File: src/rtl/mem_wb_pipe_reg.sv
// MEM->WB pipeline register with valid/ready handshake, 2-entry skid buffer, flush and x0 write suppression.
// Optional stall counter enabled by defining MEM_WB_PERF_EN.
module mem_wb_pipe_reg #(
  parameter int unsigned XLEN  = 32,
  parameter int unsigned LANES = 1,
  parameter int unsigned CNT_W = 16
) (
  input  logic                    clk,
  input  logic                    rst_n,
  input  logic                    flush,
  input  logic                    mem_valid,
  output logic                    mem_ready,
  input  logic [LANES*XLEN-1:0]   mem_data,
  input  logic [LANES*5-1:0]      mem_rd,
  input  logic [LANES-1:0]        mem_we,
  output logic                    wb_valid,
  input  logic                    wb_ready,
  output logic [LANES*XLEN-1:0]   wb_data,
  output logic [LANES*5-1:0]      wb_rd,
  output logic [LANES-1:0]        wb_we
`ifdef MEM_WB_PERF_EN
  ,
  output logic [CNT_W-1:0]        stall_cnt
`endif
);

  localparam int unsigned DW = LANES * XLEN;
  localparam int unsigned RW = LANES * 5;

  typedef struct packed {
    logic [DW-1:0]    data;
    logic [RW-1:0]    rd;
    logic [LANES-1:0] we;
  } bundle_t;

  bundle_t          in_b;
  bundle_t          out_q, out_n;
  bundle_t          skid_q, skid_n;
  logic             out_valid_q, out_valid_n;
  logic             skid_valid_q, skid_valid_n;
  logic             ready_q;
  logic [LANES-1:0] we_q;
  logic             accept;
  logic             drain;

  assign accept = mem_valid & ready_q;
  assign drain  = out_valid_q & wb_ready;

  // Incoming bundle with writes to x0 suppressed per lane
  always_comb begin
    in_b.data = mem_data;
    in_b.rd   = mem_rd;
    in_b.we   = '0;
    for (int i = 0; i < int'(LANES); i++) begin
      in_b.we[i] = mem_we[i] & (mem_rd[i*5 +: 5] != 5'd0);
    end
  end

  // Next state of output and skid entries; skid can only fill while mem_ready is high
  always_comb begin
    out_valid_n  = out_valid_q;
    out_n        = out_q;
    skid_valid_n = skid_valid_q;
    skid_n       = skid_q;
    if (flush) begin
      out_valid_n  = 1'b0;
      skid_valid_n = 1'b0;
    end else if (out_valid_q && !drain) begin
      if (accept) begin
        skid_valid_n = 1'b1;
        skid_n       = in_b;
      end
    end else if (skid_valid_q) begin
      out_valid_n  = 1'b1;
      out_n        = skid_q;
      skid_valid_n = 1'b0;
    end else if (accept) begin
      out_valid_n = 1'b1;
      out_n       = in_b;
    end else begin
      out_valid_n = 1'b0;
    end
  end

  always_ff @(posedge clk) begin
    if (!rst_n) begin
      out_valid_q  <= 1'b0;
      out_q        <= '0;
      skid_valid_q <= 1'b0;
      skid_q       <= '0;
      ready_q      <= 1'b0;
      we_q         <= '0;
    end else begin
      out_valid_q  <= out_valid_n;
      out_q        <= out_n;
      skid_valid_q <= skid_valid_n;
      skid_q       <= skid_n;
      ready_q      <= !skid_valid_n;
      we_q         <= out_valid_n ? out_n.we : '0;
    end
  end

  assign mem_ready = ready_q;
  assign wb_valid  = out_valid_q;
  assign wb_data   = out_q.data;
  assign wb_rd     = out_q.rd;
  assign wb_we     = we_q;

`ifdef MEM_WB_PERF_EN
  logic [CNT_W-1:0] stall_q;

  // Saturating back-pressure counter, survives flush
  always_ff @(posedge clk) begin
    if (!rst_n) begin
      stall_q <= '0;
    end else if (out_valid_q && !wb_ready && (stall_q != {CNT_W{1'b1}})) begin
      stall_q <= stall_q + CNT_W'(1);
    end
  end

  assign stall_cnt = stall_q;
`endif

  // An upstream presenting data while the skid is full would lose it
  mem_valid_ignores_ready: assert property (
    @(posedge clk) disable iff (!rst_n) (mem_valid && !flush) |-> ready_q
  );

endmodule

File: config.mk
export PLATFORM = sky130hd
export DESIGN_NAME = mem_wb_pipe_reg
export DESIGN_NICKNAME = d
export VERILOG_FILES = /design/src/rtl/mem_wb_pipe_reg.sv
export SDC_FILE = /design/constraint.sdc
export NUM_CORES = 1
export LEC_CHECK = 0
export CAP_MARGIN = 0
export CORE_MARGIN = 2
export CORE_UTILIZATION = 25
export DETAILED_ROUTE_END_ITERATION = 10
export PLACE_DENSITY_LB_ADDON = 0.08
export SYNTH_ARGS = -nofsm -noshare
export SYNTH_HDL_FRONTEND = slang
export SYNTH_SLANG_ARGS = --single-unit
File: constraint.sdc
create_clock -name clk -period 4.2 [get_ports clk]
set_input_delay 0.42 -clock clk [delete_from_list [all_inputs] [get_ports clk]]
set_output_delay 0.42 -clock clk [all_outputs]
set_load 0.005 [all_outputs]
==> After elaboration in Yosys (flattened, before gate mapping) <==
Index checks and enable logic that the tools add are counted.
{ "op_classes": {"mux": 11, "n_bitwise": 5, "reduce_logical": 8} }
{ "ops": {"columns": ["cell", "n"], "rows": [
  ["$mux 38", 2],
  ["$mux 1", 9],
  ["$reduce_and 3->1", 2],
  ["$reduce_bool 5->1", 1],
  ["$and 1x1->1", 3],
  ["$logic_not 1->1", 2],
  ["$not 1->1", 2],
  ["$reduce_and 2->1", 1],
  ["$reduce_bool 2->1", 1],
  ["$logic_and 1x1->1", 1]
]} }
{ "word_totals": {"regBits": 80, "input_bits": 43} }

==> Depth between registers and ports, before layout <==
{ "logic_depth": {"ltp_word": 6, "mapped_depth": 6, "ltp_nobuf": 4} }

==> Worst setup path before layout <==
OpenSTA, ideal clock, no wires.
{ "synth_path": {"path_kind": "input -> register", "start": "in flush", "end": "reg out_q (netlist bit wb_data[0])", "setup_time_ps": 132, "arrival_time_ps": 1491, "path_slack_ps": 2577, "stages": 6, "path_buffers": 3, "cell_sequence": "buf_2 -> or3_1 -> buf_2 -> buf_6 -> a221oi_2 -> nor3_1"} }
{ "synth_via": {"elab_chain_len": 2} }
{ "synth_rtl": {"columns": ["item", "line", "source"], "rows": [
  ["start: declaration", "10", "input logic flush,"],
  ["$not 1->1 (no line)", null, null],
  ["$reduce_and 3->1 (no line)", null, null],
  ["end signal: assignment", "95", "out_q <= out_n;"],
  ["end: declaration", "37", "bundle_t out_q, out_n;"]
]} }
No other way between the ends.
A chain may end at the register's enable or synchronous reset.

==> Worst setup path after layout <==
{ "layout_path": {"start": "in flush", "end": "reg we_q (netlist: wb_we)"} }
{ "layout_via": {"elab_chain_len": 2} }
{ "layout_rtl": {"columns": ["item", "line", "source"], "rows": [
  ["$mux 1", "65", "if (flush) begin"],
  ["$reduce_and 2->1 (no line)", null, null],
  ["end signal: assignment", "99", "we_q <= out_valid_n ? out_n.we : '0;"],
  ["end: declaration", "42", "logic [LANES-1:0] we_q;"]
]} }
Parallel ways exist; a longest one is shown, timed or not.

==> key figures <==
Run status
  – Status: complete, no violations

Global route
  – Vias in the first global route: 2807
  – Largest net degree at the start of global routing: 42
  – Gr ovfl total: 0
  – Gr usage total: roughly 13%
  – Initial antenna violation count: 0
  – First-pass GRT wire length: about 15 mm

Pwr
  – Net Sw Frac: about 23%
  – Internal: ~1.3 mW
  – Comb power frac: between 10% and 20%
  – Clk pwr share: a little over two fifths
  – Worst VDD drop: around 0.14 mV
  – Psw: just under 400 uW
  – Leakage: 1.50 nW
  – Seq pwr share: between 40% and 50%
  – Total power draw: between 1.5 and 2 mW
  – Pwr dens: around 380 mW/mm2

Floorplanning
  – Core outline area: between 0.01 and 0.015 mm2
  – Initial Utilization: about a quarter
  – Die Footprint: ~0.015 mm2
  – Row cnt: 43
  – Chip width: roughly 120 um
  – Vert. Die Dim: around 120 um
  – I/O pin total: slightly above 80

Logic synthesis
  – Yosys reg bits: 80
  – Cells after Synth: 395
  – Synth cell types: 22
  – Mapped Area: roughly 0.0035 mm2
  – Sequential share of the synthesized area: a little under half
  – Synth warn: 0
  – Mean Syn Cell Area: 8.82 um2
  – Synthesized net count: roughly 440

Critical path
  – Setup crit end kind: flip-flop
  – Worst reg2reg path startpoint: wb_valid$_SDFF_PN0_
  – Crit Path Max Fanout: 38
  – Kind of critical path: in -> reg
  – CP Data Required Time: 4.41 ns
  – CP Launch Type: input pin
  – Crit path from: flush
  – R2R Setup Slk: between 2 and 2.5 ns
  – R2R Path End: wb_we$_SDFF_PN0_
  – Arr. time, crit path: approximately 2.6 ns
  – R2R depth: 4

Layout
  – Layout cell share with drive strength beyond 1: between 10% and 20%
  – Diodes inserted: 0
  – Area growth from synthesis to layout: 26.9%
  – Fin nets: between 400 and 500
  – Non-filler instance count after layout: 610

Detailed routing
  – Antenna viol nets, final: 0
  – DRC violations left: 0
  – Via density: roughly 4.6
  – Vias: between 2k and 3k
  – Initial drt markers: roughly 100
  – Avg WL per Cell: 15.0 um
  – Routed WL: 9.15 mm
  – Pre-antenna DRT Iters: 4

Min path
  – Worst hold path class: reg -> reg
  – Min-delay src: skid_q[13]$_SDFFE_PN0P_
  – Hold Path End: skid_q[13]$_SDFFE_PN0P_
  – Hold Crit Depth: 2

STA
  – Final Slew Violations: 0
  – Post-Route Skew: a little over 0.006 ns
  – Slew headroom: between 20% and 30%
  – Setup_tns: 0 ns
  – Fin crit period: 2.37 ns
  – # setup viols final: 0
  – FMAX: 0.421 GHz
  – Hold Fails Final Rpt: 0
  – Fin crit share: 56.5%
  – RSZ-0062 raised after global routing: false
  – Hold_ws: about 0.46 ns
  – Actual slew at the worst max-slew pin: approximately 1.1 ns

Placed design
  – DP HPWL: 5.68 mm
  – Placed cell count: approximately 600
  – RePlAce Congestion: between 0.6 and 0.7
  – Port bufs: 82

CTS
  – # Post-CTS Setup Buffers: 0
  – # hold bufs at CTS: 0
  – Number of clock sinks: 80
  – # resized after CTS: 0
  – H-tree depth: 3
  – Clk Latency, worst-skew pair: about 0.33 ns
  – Clk slew on worst S/H paths: ~0.06 ns
  – Clock Path Buffers: 2
  – CTS Buf Count: 9
  – CTS Root Cell: clkbuf_16
  – CTS tree: yes

Job
  – Max Cap Viol: 0
## power groups by stage
stage	registers, mW	logic [mW]	clock network, mW
final	0.790	0.174	0.707
after global routing	0.792	0.192	0.760
after CTS	0.790	0.178	0.735
after detailed placement	0.807	0.177	0
after global placement	0.807	0.178	0
after floorplan	0.804	0.0962	0
## flip-flops by register name, summed over array words and instances (netlist names)
register,cells
skid_valid_q,1
wb_we,1
wb_data,32
wb_valid,1
skid_q,38
wb_rd,5
mem_ready,1
out_q,1
## cells in the mapped netlist, drive strengths merged
cell	number	share of area (%)
or4	1	0.22
a211oi	1	0.22
or3	2	0.36
nor3	41	6.2
clkbuf	14	1.5
o21a	1	0.22
nand2	78	8.4
dfxtp	80	46
nand2b	1	0.18
a221oi	38	15
clkinv	1	0.11
nor4	2	0.36
nor2	40	4.3
buf	54	11
nor2b	2	0.36
a21oi	39	5.7
## per-layer routing
layer | global-route usage, % | share of wire (%) | vias to the layer above
met2 | 20.6 | 47 | 62
met3 | 3.14 | 4.7 | 12
li1 | - | - | 1401
met1 | 16.5 | 46 | 1323
met5 | 0 | 0 | -
met4 | 5.10 | 1.7 | 0
## cells by family after synthesis
kind of cell,count (synthesis),share of synthesized area (%)
simple gates,167,20.4
flops,80,46.0
buf+inv,69,12.5
compound gates,79,21.1
## per-stage QoR
| step | setup slack [ns] | area (um2) | utilization, % |
|---|---|---|---|
| 2_1_floorplan | 2.58 | 3480 | - |
| 3_3_place_gp | 1.48 | 4170 | 30.4 |
| 3_5_place_dp | 1.45 | 4170 | 30.4 |
| 4_1_cts | 1.82 | 4420 | 32.2 |
| 5_1_grt | 1.66 | 4420 | 32.2 |
| 6_report | 1.83 | 4420 | 32.2 |
## cells in the final DEF, fill, tap and decap left out
master,n
clkdlybuf4s50_1,82
dfxtp_1,79
nand2_1,78
nor2_1,39
nor3_1,39
a21oi_1,38
a221oi_2,30
clkbuf_16,9
a221oi_1,8
buf_4,7
clkbuf_1,3
nor2b_1,2
or3_2,2
nor4_1,2
inv_2,1
a21oi_2,1
nor3_4,1
nor2_4,1
nand2b_1,1
nor3_2,1
or4_1,1
o21a_1,1
a211oi_1,1
clkinv_2,1
clkbuf_8,1
dfxtp_2,1
## layout make-up
class | instances | area [um2]
fill | 1442 | 9300
timing repair buffer | 89 | 873
inverter | 1 | 3.75
clock inverter | 1 | 5.00
clock buffer | 13 | 250
multi-input combinational | 246 | 1460
tap | 180 | 225
sequential | 80 | 1600
## critical path: stages
cell	delay [ns]
clkdlybuf4s50_1	0.58
or3_2	1.01
a221oi_1	0.49
nor2b_1	0.08
## worst max path at each step
stage,end,slack (ns),cells after the start
after global placement,wb_we$_SDFF_PN0_,1.48,4
after detailed placement,wb_we$_SDFF_PN0_,1.45,4
after floorplan,wb_data[0]$_SDFFE_PN0P_,2.58,6
final,wb_we$_SDFF_PN0_,1.83,4
after CTS,wb_we$_SDFF_PN0_,1.82,4
after global routing,wb_we$_SDFF_PN0_,1.66,4
No activity file was read; power rests on OpenSTA's default activity.
